===== config.mk =====
export PLATFORM = sky130hd
export DESIGN_NAME = hatch_sequencer_flat
export DESIGN_NICKNAME = d
export VERILOG_FILES = /design/src/rtl/hatch_sequencer_if.sv /design/src/rtl/hatch_sequencer.sv /design/src/flat_wrapper.sv
export SDC_FILE = /design/constraint.sdc
export NUM_CORES = 1
export LEC_CHECK = 0
export ABC_CLOCK_PERIOD_IN_PS = 2400
export BUFFER_PORTS_ARGS = -buffer_cell sky130_fd_sc_hd__clkbuf_2
export CAP_MARGIN = 25
export CORE_ASPECT_RATIO = 0.9
export CORE_MARGIN = 2
export CORE_UTILIZATION = 50
export DETAILED_ROUTE_END_ITERATION = 6
export GPL_TIMING_DRIVEN = 0
export PLACE_DENSITY = 0.72
export SLEW_MARGIN = 40
export SYNTH_ARGS = -nofsm -noshare
export SYNTH_HDL_FRONTEND = slang
export SYNTH_SLANG_ARGS = --single-unit

===== constraint.sdc =====
create_clock -name clk -period 2.4 [get_ports clk]
set_input_delay 0.12 -clock clk [delete_from_list [all_inputs] [get_ports clk]]
set_output_delay 0.12 -clock clk [all_outputs]
set_load 0.1 [all_outputs]

===== src/rtl/hatch_sequencer_if.sv =====
// Operator inputs and display-side outputs of the hatch sequencer.
// The master drives the switches/button; the slave is the sequencer itself.
interface hatch_sequencer_if;
  logic       enable;
  logic       start;
  logic       heat;
  logic [2:0] state;
  logic [4:0] frame;
  logic [6:0] elapsed;
  logic       tick;
  logic       disp_en;
  logic       led_fail;
  logic       led_heat;

  modport master (
    output enable, start, heat,
    input  state, frame, elapsed, tick, disp_en, led_fail, led_heat
  );

  modport slave (
    input  enable, start, heat,
    output state, frame, elapsed, tick, disp_en, led_fail, led_heat
  );
endinterface


===== src/rtl/hatch_sequencer.sv =====
// Hatch-cycle controller: owns the 1 s time base, animation frame index,
// cold-exposure timeout and elapsed-seconds counter for the display path.
module hatch_sequencer #(
  parameter int TICK_DIV    = 1000,
  parameter int FRAME_SEC   = 2,
  parameter int GROW_START  = 10,
  parameter int HATCH_FRAME = 16,
  parameter int COLD_LIMIT  = 5
) (
  input  logic              clk,
  input  logic              rst,
  hatch_sequencer_if.slave  bus
);

  localparam int PRE_W = $clog2(TICK_DIV);
  localparam int PH_W  = (FRAME_SEC > 1) ? $clog2(FRAME_SEC) : 1;

  localparam logic [PRE_W-1:0] PRE_MAX   = PRE_W'(TICK_DIV - 1);
  localparam logic [PH_W-1:0]  PH_MAX    = PH_W'(FRAME_SEC - 1);
  localparam logic [4:0]       GROW_F    = 5'(GROW_START);
  localparam logic [4:0]       HATCH_F   = 5'(HATCH_FRAME);
  localparam logic [2:0]       COLD_MAX  = 3'(COLD_LIMIT);
  localparam logic [6:0]       ELAPS_MAX = 7'd99;

  typedef enum logic [2:0] {
    S_IDLE     = 3'd0,
    S_READY    = 3'd1,
    S_INCUBATE = 3'd2,
    S_GROW     = 3'd3,
    S_HATCHED  = 3'd4,
    S_FAILED   = 3'd5
  } state_t;

  state_t           state_q, state_d;
  logic [PRE_W-1:0] pre_q, pre_d;
  logic [PH_W-1:0]  phase_q, phase_d;
  logic [4:0]       frame_q, frame_d;
  logic [6:0]       elapsed_q, elapsed_d;
  logic [2:0]       cold_q, cold_d;
  logic             running_q, running_d, tick_w;

  function automatic logic [4:0] sat_frame(input logic [4:0] v);
    return (v >= HATCH_F) ? HATCH_F : v + 5'd1;
  endfunction

  function automatic logic [6:0] sat_elapsed(input logic [6:0] v);
    return (v >= ELAPS_MAX) ? ELAPS_MAX : v + 7'd1;
  endfunction

  function automatic logic [2:0] sat_cold(input logic [2:0] v);
    return (v >= COLD_MAX) ? COLD_MAX : v + 3'd1;
  endfunction

  assign running_q = (state_q == S_INCUBATE) || (state_q == S_GROW);
  assign running_d = (state_d == S_INCUBATE) || (state_d == S_GROW);
  assign tick_w    = running_q && (pre_q == PRE_MAX);

  always_ff @(posedge clk) begin
    if (rst) state_q <= S_IDLE;
    else     state_q <= state_d;
  end

  // Transition checks run on registered counters; fail outranks grow.
  always_comb begin
    state_d = state_q;
    if (!bus.enable) begin
      state_d = S_IDLE;
    end else begin
      case (state_q)
        S_IDLE:     state_d = S_READY;
        S_READY:    if (bus.start) state_d = S_INCUBATE;
        S_INCUBATE: begin
          if (cold_q == COLD_MAX)      state_d = S_FAILED;
          else if (frame_q == GROW_F)  state_d = S_GROW;
        end
        S_GROW:     if (frame_q == HATCH_F) state_d = S_HATCHED;
        S_HATCHED,
        S_FAILED:   if (bus.start) state_d = S_READY;
        default:    state_d = S_IDLE;
      endcase
    end
  end

  always_comb begin
    pre_d     = pre_q;
    phase_d   = phase_q;
    frame_d   = frame_q;
    elapsed_d = elapsed_q;
    cold_d    = cold_q;
    if (state_d == S_IDLE || state_d == S_READY || state_q == S_READY) begin
      pre_d     = '0;
      phase_d   = '0;
      frame_d   = '0;
      elapsed_d = '0;
      cold_d    = '0;
    end else if (running_q) begin
      pre_d = (tick_w || !running_d) ? '0 : pre_q + PRE_W'(1);
      if (tick_w) begin
        elapsed_d = sat_elapsed(elapsed_q);
        if (phase_q == PH_MAX) begin
          phase_d = '0;
          frame_d = sat_frame(frame_q);
        end else begin
          phase_d = phase_q + PH_W'(1);
        end
      end
      // Cold exposure only accumulates while staying in INCUBATE.
      if (state_q != S_INCUBATE || state_d != S_INCUBATE || bus.heat) cold_d = '0;
      else if (tick_w)                                                   cold_d = sat_cold(cold_q);
    end
  end

  always_ff @(posedge clk) begin
    if (rst) begin
      pre_q     <= '0;
      phase_q   <= '0;
      frame_q   <= '0;
      elapsed_q <= '0;
      cold_q    <= '0;
    end else begin
      pre_q     <= pre_d;
      phase_q   <= phase_d;
      frame_q   <= frame_d;
      elapsed_q <= elapsed_d;
      cold_q    <= cold_d;
    end
  end

  always_comb begin
    bus.state    = state_q;
    bus.frame    = frame_q;
    bus.elapsed  = elapsed_q;
    bus.tick     = tick_w;
    bus.disp_en  = (state_q != S_IDLE);
    bus.led_fail = (state_q == S_FAILED);
    bus.led_heat = bus.heat && running_q;
  end

endmodule


===== src/flat_wrapper.sv =====
// flat-port wrapper written by rule: the top's interface ports become plain ports
module hatch_sequencer_flat 
#(
  parameter int TICK_DIV    = 1000,
  parameter int FRAME_SEC   = 2,
  parameter int GROW_START  = 10,
  parameter int HATCH_FRAME = 16,
  parameter int COLD_LIMIT  = 5
)
  (clk, rst, bus_enable, bus_start, bus_heat, bus_state, bus_frame, bus_elapsed, bus_tick, bus_disp_en, bus_led_fail, bus_led_heat);
  hatch_sequencer_if bus_i ();
  input  logic clk;
  input  logic rst;
  input wire logic [$bits(bus_i.enable)-1:0] bus_enable;
  input wire logic [$bits(bus_i.start)-1:0] bus_start;
  input wire logic [$bits(bus_i.heat)-1:0] bus_heat;
  output wire logic [$bits(bus_i.state)-1:0] bus_state;
  output wire logic [$bits(bus_i.frame)-1:0] bus_frame;
  output wire logic [$bits(bus_i.elapsed)-1:0] bus_elapsed;
  output wire logic [$bits(bus_i.tick)-1:0] bus_tick;
  output wire logic [$bits(bus_i.disp_en)-1:0] bus_disp_en;
  output wire logic [$bits(bus_i.led_fail)-1:0] bus_led_fail;
  output wire logic [$bits(bus_i.led_heat)-1:0] bus_led_heat;
  assign bus_i.enable = bus_enable;
  assign bus_i.start = bus_start;
  assign bus_i.heat = bus_heat;
  assign bus_state = bus_i.state;
  assign bus_frame = bus_i.frame;
  assign bus_elapsed = bus_i.elapsed;
  assign bus_tick = bus_i.tick;
  assign bus_disp_en = bus_i.disp_en;
  assign bus_led_fail = bus_i.led_fail;
  assign bus_led_heat = bus_i.led_heat;
  hatch_sequencer #(.TICK_DIV(TICK_DIV), .FRAME_SEC(FRAME_SEC), .GROW_START(GROW_START), .HATCH_FRAME(HATCH_FRAME), .COLD_LIMIT(COLD_LIMIT)) u_core (.clk(clk), .rst(rst), .bus(bus_i));
endmodule

## Word-level counts from Yosys, hierarchy flattened

Cells that the tools add are included.

| storage, ports and cells | value |
|---|---|
| input bits | 5 |
| register bits | 29 |
| logic and storage cells | 61 |
| output and inout bits | 19 |

| operators by class | value |
|---|---|
| mux-type cells | 14 |
| equal/unequal tests | 14 |
| $add $sub $neg | 5 |
| reduce and logical (&&, ||, !) cells | 19 |
| magnitude comparators | 3 |

Operators with widths:

| operator | count |
|---|---|
| 2-to-1 mux 3 bit | 9 |
| case mux 3 bit (5 select lines) | 1 |
| == test 3 x 2 -> 1 bit, second input constant | 4 |
| adder 10 x 1 -> 10 bit, second input constant | 1 |
| == test 10 bit, second input constant | 1 |
| 2-to-1 mux 10 bit | 1 |
| == test 3 bit, second input constant | 3 |
| adder 7 x 1 -> 7 bit, second input constant | 1 |
| greater-or-equal comparator 7 bit, second input constant | 1 |
| logical OR 1 bit | 7 |
| 2-to-1 mux 7 bit | 1 |
| == test 3 x 1 -> 1 bit, second input constant | 2 |
| logical NOT 3 bit | 2 |
| != test 3 x 2 -> 1 bit, second input constant | 2 |
| adder 5 x 1 -> 5 bit, second input constant | 1 |
| == test 5 x 4 -> 1 bit, second input constant | 1 |
| == test 5 bit, second input constant | 1 |
| greater-or-equal comparator 5 bit, second input constant | 1 |
| 2-to-1 mux 5 bit | 1 |
| AND reduction 2 bit | 2 |
| OR reduction 2 bit | 2 |
| adder 3 x 1 -> 3 bit, second input constant | 1 |
| greater-or-equal comparator 3 bit, second input constant | 1 |
| AND reduction 3 bit | 1 |
| 6 further kinds | 7 |

## Depth between registers and ports, before layout

| logic depth | value |
|---|---|
| depth in word-level cells | 10 |
| mapped depth | 7 |
| mapped depth without buffers | 7 |

## Worst setup path after synthesis

Ideal clock, no wire load.

| timing path | value |
|---|---|
| path type | register -> register |
| from | reg u_core.state_q[1], in the netlist u_core.bus.state[1] |
| to | reg u_core.frame_q[3], in the netlist u_core.bus.frame[3] |
| slack | -851 ps |
| stages on the path, launching flop included | 6 |
| library setup time | 75 ps |
| path buffers | 0 |
| data arrival time | 3177 ps |
| path through | dfxtp_1 nand2b_4 nor4_4 nand2_2 or4_1 a31oi_1 |

| between the ends | value |
|---|---|
| elaborated cells between the ends (all ways) | 22 |
| classes of those cells | eq/ne: 6; mux: 7; reduce/logical: 9 |

RTL lines:

| element | line | RTL |
|---|---|---|
| from (decl) | hatch_sequencer.sv:34 | `state_t state_q, state_d;` |
| from (signal assigned) | hatch_sequencer.sv:60 | `else state_q <= state_d;` |
| == test 3 x 2 -> 1 bit | hatch_sequencer.sv:54 | `assign running_q = (state_q == S_INCUBATE) \|\| (state_q == S_GROW);` |
| logical OR 1 bit * | hatch_sequencer.sv:54 |  |
| logical AND 1 bit * | hatch_sequencer.sv:56 | `assign tick_w = running_q && (pre_q == PRE_MAX);` |
| net bus_tick | flat_wrapper.sv:20 | `output wire logic [$bits(bus_i.tick)-1:0] bus_tick;` |
| AND reduction 3 bit (no line) * | -- |  |
| to (signal assigned) | hatch_sequencer.sv:123 | `frame_q <= frame_d;` |
| to (decl) | hatch_sequencer.sv:37 | `logic [4:0] frame_q, frame_d;` |

The timed path passes the listed nets; every way through them passes the cells marked *.
A chain may end at the register's enable or synchronous reset.

## Worst setup path in the final report

| timing path | value |
|---|---|
| from | reg u_core.pre_q[0] |
| to | out bus_tick |

| between the ends | value |
|---|---|
| longest elaborated chain between the ends | 2 |

Ends and longest elaborated chain:

| element | line | RTL |
|---|---|---|
| from (decl) | hatch_sequencer.sv:35 | `logic [PRE_W-1:0] pre_q, pre_d;` |
| from (signal assigned) | hatch_sequencer.sv:121 | `pre_q <= pre_d;` |
| == test 10 bit | hatch_sequencer.sv:56 |  |
| logical AND 1 bit | hatch_sequencer.sv:56 |  |
| to (decl) | flat_wrapper.sv:20 |  |

No other way between the ends.

==> results by stage <==
Outcome:
- The run finished with clean final reports.

Global routing:
- The number of antenna violations at the first check in global routing was 0.
- Summed over all layers, the global routing overflow is 0.
- The number of global-route vias before repair is 1303.
- The all-layer global routing usage is about 20%.
- The global-route wire length before repair is between 5000 and 6000 um.
- Entering global routing, the biggest net connects 11 pins.

Worst setup path:
- The classification of the worst setup path is register to primary output.
- The endpoint arrival time on the critical path is between 2 and 2.5 ns.
- The worst setup path is launched from a register.
- The worst-path maximum fanout is 7.
- In this design, the stage delay of the slowest critical-path cell is between 0.5 and 0.6 ns.
- The required time at the worst-slack endpoint is 2.28 ns.
- The slowest cell on the critical path is sky130_fd_sc_hd__clkbuf_2.
- The capturing element type of the critical path is a primary output.
- The signal on the critical path passes through ha_1, nand2_1, nor4_4, clkbuf_2.

Drt:
- For this block, the via count after detailed routing is about 1400.
- The number of DRC violations after detailed routing is 0.
- The first detailed-routing pass ran for 4 iterations.
- The routed length per instance is approximately 12 um.
- The post-detailed-routing wire length is 3180 um.
- The initial DRC count is 53.
- In this run the remaining antenna-violating nets after routing total 0.
- Using the TritonRoute via totals, the vias-per-cell ratio works out to 5.40.

Synth:
- In the synthesized netlist the dominant register cell turns out to be sky130_fd_sc_hd__dfxtp_1.
- By area the synthesized netlist is led by sky130_fd_sc_hd__dfxtp_1 (37%), sky130_fd_sc_hd__ha_1 (5.7%), sky130_fd_sc_hd__nor2_1 (5.3%).
- Synthesis inferred 29 register bits.
- The total standard cell area after synthesis is 1550 um2.
- The Yosys step of the flow raised 0 warnings.
- The number of nets in the synthesized netlist is ~200.
- In the synthesized netlist the async set-or-reset flop fraction comes to 0%.
- The largest area contributor in the netlist is sky130_fd_sc_hd__dfxtp_1.
- The unique cell type count in the Yosys netlist is 45.
- The number of flops mapped to enable cells by yosys is 0.
- Each instance of the synthesized netlist takes up on average 8.42 um2.
- For this run, the register share of the synthesized area comes to between 30% and 40%.
- The count of mapped cells out of synthesis is ~180.
- The portion of synthesized cell area occupied by the leading cell type is between 30% and 40%.

Clocking:
- No sink is reached through more buffers than the 2 on the longest clock path.
- The TritonCTS clock tree is yes.
- The root buffer selected by CTS is sky130_fd_sc_hd__clkbuf_4.
- The hold-fix buffer count after cts is 0.
- The H-tree was split into 2 levels.
- The buffers inserted during post-CTS setup optimization is 0.
- After clock tree synthesis, the clock-pin slew on the worst setup and hold paths is approximately 0.090 ns.
- The post-cts repair resize count is 0.
- The source-to-sink clock delay at the later pin of the worst-skew pair is roughly 0.33 ns.
- The number of buffers created by CTS is 5.
- CTS saw 29 sinks.

Final layout:
- The number of diodes added for antenna fixing is 0.
- The count of nets after finishing is roughly 230.
- The register area is around 590 um2.
- In the final layout, the multi-input gates occupy around 910 um2.
- The number of filler instances in the final layout is between 200 and 300.
- The signed area change from the synthesized netlist to the final layout is 15.0%.
- The final design instance area without fill is 1780 um2.
- Leaving out fill and tap cells, the most frequent cell in the layout is sky130_fd_sc_hd__dfxtp_1.
- Leaving out fill and tap cells, the most frequent cells in the layout are sky130_fd_sc_hd__dfxtp_1 (25), sky130_fd_sc_hd__clkbuf_2 (23), sky130_fd_sc_hd__nor2_1 (22).
- The share of cells above drive strength 1 is roughly a fifth.

Timing:
- The clock skew after layout is ~0.011 ns.
- The number of pins exceeding their max-slew limit in the final report was 0.
- The hold violation count in the final report was 0.
- The ratio of final minimum period to clock period is a little over nine tenths.
- The peak clock frequency supported by timing is around 0.44 GHz.
- The relative slew slack is between 40% and 50%.
- The minimum period implied by the final worst setup slack is between 2 and 2.5 ns.
- For the pin with the worst max-slew slack, the measured transition is roughly 0.77 ns.
- The final number of setup-violating endpoints is 0.
- Setup repair after global routing left no endpoint under its margin.

Die:
- In this run the count of I/O pins placed on the die edge is 24.
- Once the floorplan was initialized, standard cells occupied approximately half of the core.
- The floorplan step defined a core boundary enclosing about 3000 um2.
- Measured along the y axis, the die boundary spans approximately 57 um.
- The floorplan step defined a die boundary enclosing around 3600 um2.
- The die is approximately 63 um wide.
- The cell row count is 19.

Min path:
- The type of the tightest min-delay check is input pin to register.

Pwr:
- The switching share of power is about a quarter.
- The static leakage is 0.642 nW.
- For this design the total switching power over the nets is approximately 0.00021 W.
- Cell internal power was estimated by the tool at roughly 0.0006 W.
- Of the total power, combinational logic draws 6.3%.
- Power spread over the standard cell area amounts to 456 nW/um2.
- The design draws 0.000813 W.
- Of the total power, the clock network draws roughly a third.
- The sequential share of power is around three fifths.
- The peak ir drop on the vdd network is between 0.0002 and 0.00025 V.

Place:
- Routability-driven placement finished with a final weighted congestion of 0.856.
- The HPWL after detailed placement is ~2400 um.
- The post-placement cell area is roughly 1700 um2.
- The quantity of I/O buffers inserted on ports is 23.

Run:
- The max-capacitance violation count is 0.
## path summary, 6_finish.rpt
kind                   start                     to  slack, ns  depth (start not counted)
max          u_core.pre_q[0]               bus_tick       0.13                          4
min reg2reg  u_core.pre_q[1]        u_core.pre_q[1]       0.49                          2
min                bus_start    u_core.bus.state[1]       0.12                          3
max reg2reg  u_core.pre_q[4]  u_core.bus.elapsed[3]       0.26                          6
## logic make-up (layout without fill, tap and decap cells)
kind of cell	count (synthesis)	in the layout	synth area share, %
buffers and inverters	14	45	4.04
AOI/OAI and AO/OA	28	28	11.6
xor gates and xnor gates	12	12	6.79
muxes	1	1	0.646
and+or+nand+nor	93	93	33.8
DFF	29	29	37.5
adders and majority gates	7	7	5.65
## worst max-delay path: cells and delay by family (launching register included)
| family | cells | cell delay (ns) |
|---|---|---|
| fa+ha+maj | 1 | 0.23 |
| buf+inv | 1 | 0.55 |
| flops | 1 | 0.39 |
| simple gates | 2 | 0.65 |
## synthesized netlist by cell type (all sizes together), types with 2 or more instances
cell,n
nor2b,4
nand3,5
nor3,6
and4,3
nand2b,3
xor2,7
nand4b,2
nor2,22
nand4bb,2
o21ai,5
nor3b,2
a21oi,8
a311oi,2
o31ai,2
nand4,6
a31oi,4
buf,3
ha,7
nand3b,4
nor4,3
nand2,22
or3,3
inv,8
dfxtp,29
clkbuf,3
xnor2,5
## sequential cells by signal, indices dropped and copies added, names as in the netlist
signal and flops:
u_core.pre_q 10, u_core.bus.elapsed 7, u_core.bus.frame 5, u_core.bus.state 3
u_core.cold_q 3, u_core.phase_q 1
## final cells by class
type	instances	area share, %
multi-input combinational	141	51.1
sequential	29	33.1
timing repair buffer	23	6.46
tap	42	2.95
clock buffer	6	2.32
buffer	6	1.83
inverter	8	1.69
clock inverter	2	0.562
## power by group through the flow
stage	Clock (W)	Sequential, W	Combinational (W)
6_report	0.000281	0.000481	0.0000510
5_1_grt	0.000311	0.000482	0.0000536
4_1_cts	0.000286	0.000481	0.0000505
3_5_place_dp	0	0.000492	0.0000504
3_3_place_gp	0	0.000492	0.0000494
2_1_floorplan	0	0.000503	0.0000286
## layer usage
metal  part of all wire [%]  wire length (um)  vias to the layer above  global-route usage [%]
met2                     49              1570                       22                    34.1
met5                      0                 0                        -                       0
met3                    3.7               119                        5                    6.81
met1                     46              1450                      642                    22.6
met4                    1.3                41                        0                    6.98
li1                       -                 -                      718                       -
## stage by stage
stage	std cells	setup TNS, ns	utilization [%]	hold WS, ns	setup slack [ns]
after global routing	257	0	59.5	0.124	0.0464
final	257	0	59.5	0.121	0.129
after CTS	257	0	59.4	0.113	0.115
after detailed placement	249	0	57.6	0.457	0.263
after global placement	249	0	57.6	0.451	0.308
after floorplan	184	-2.49	-	0.314	-0.446
(Power assumes the default switching activity.)
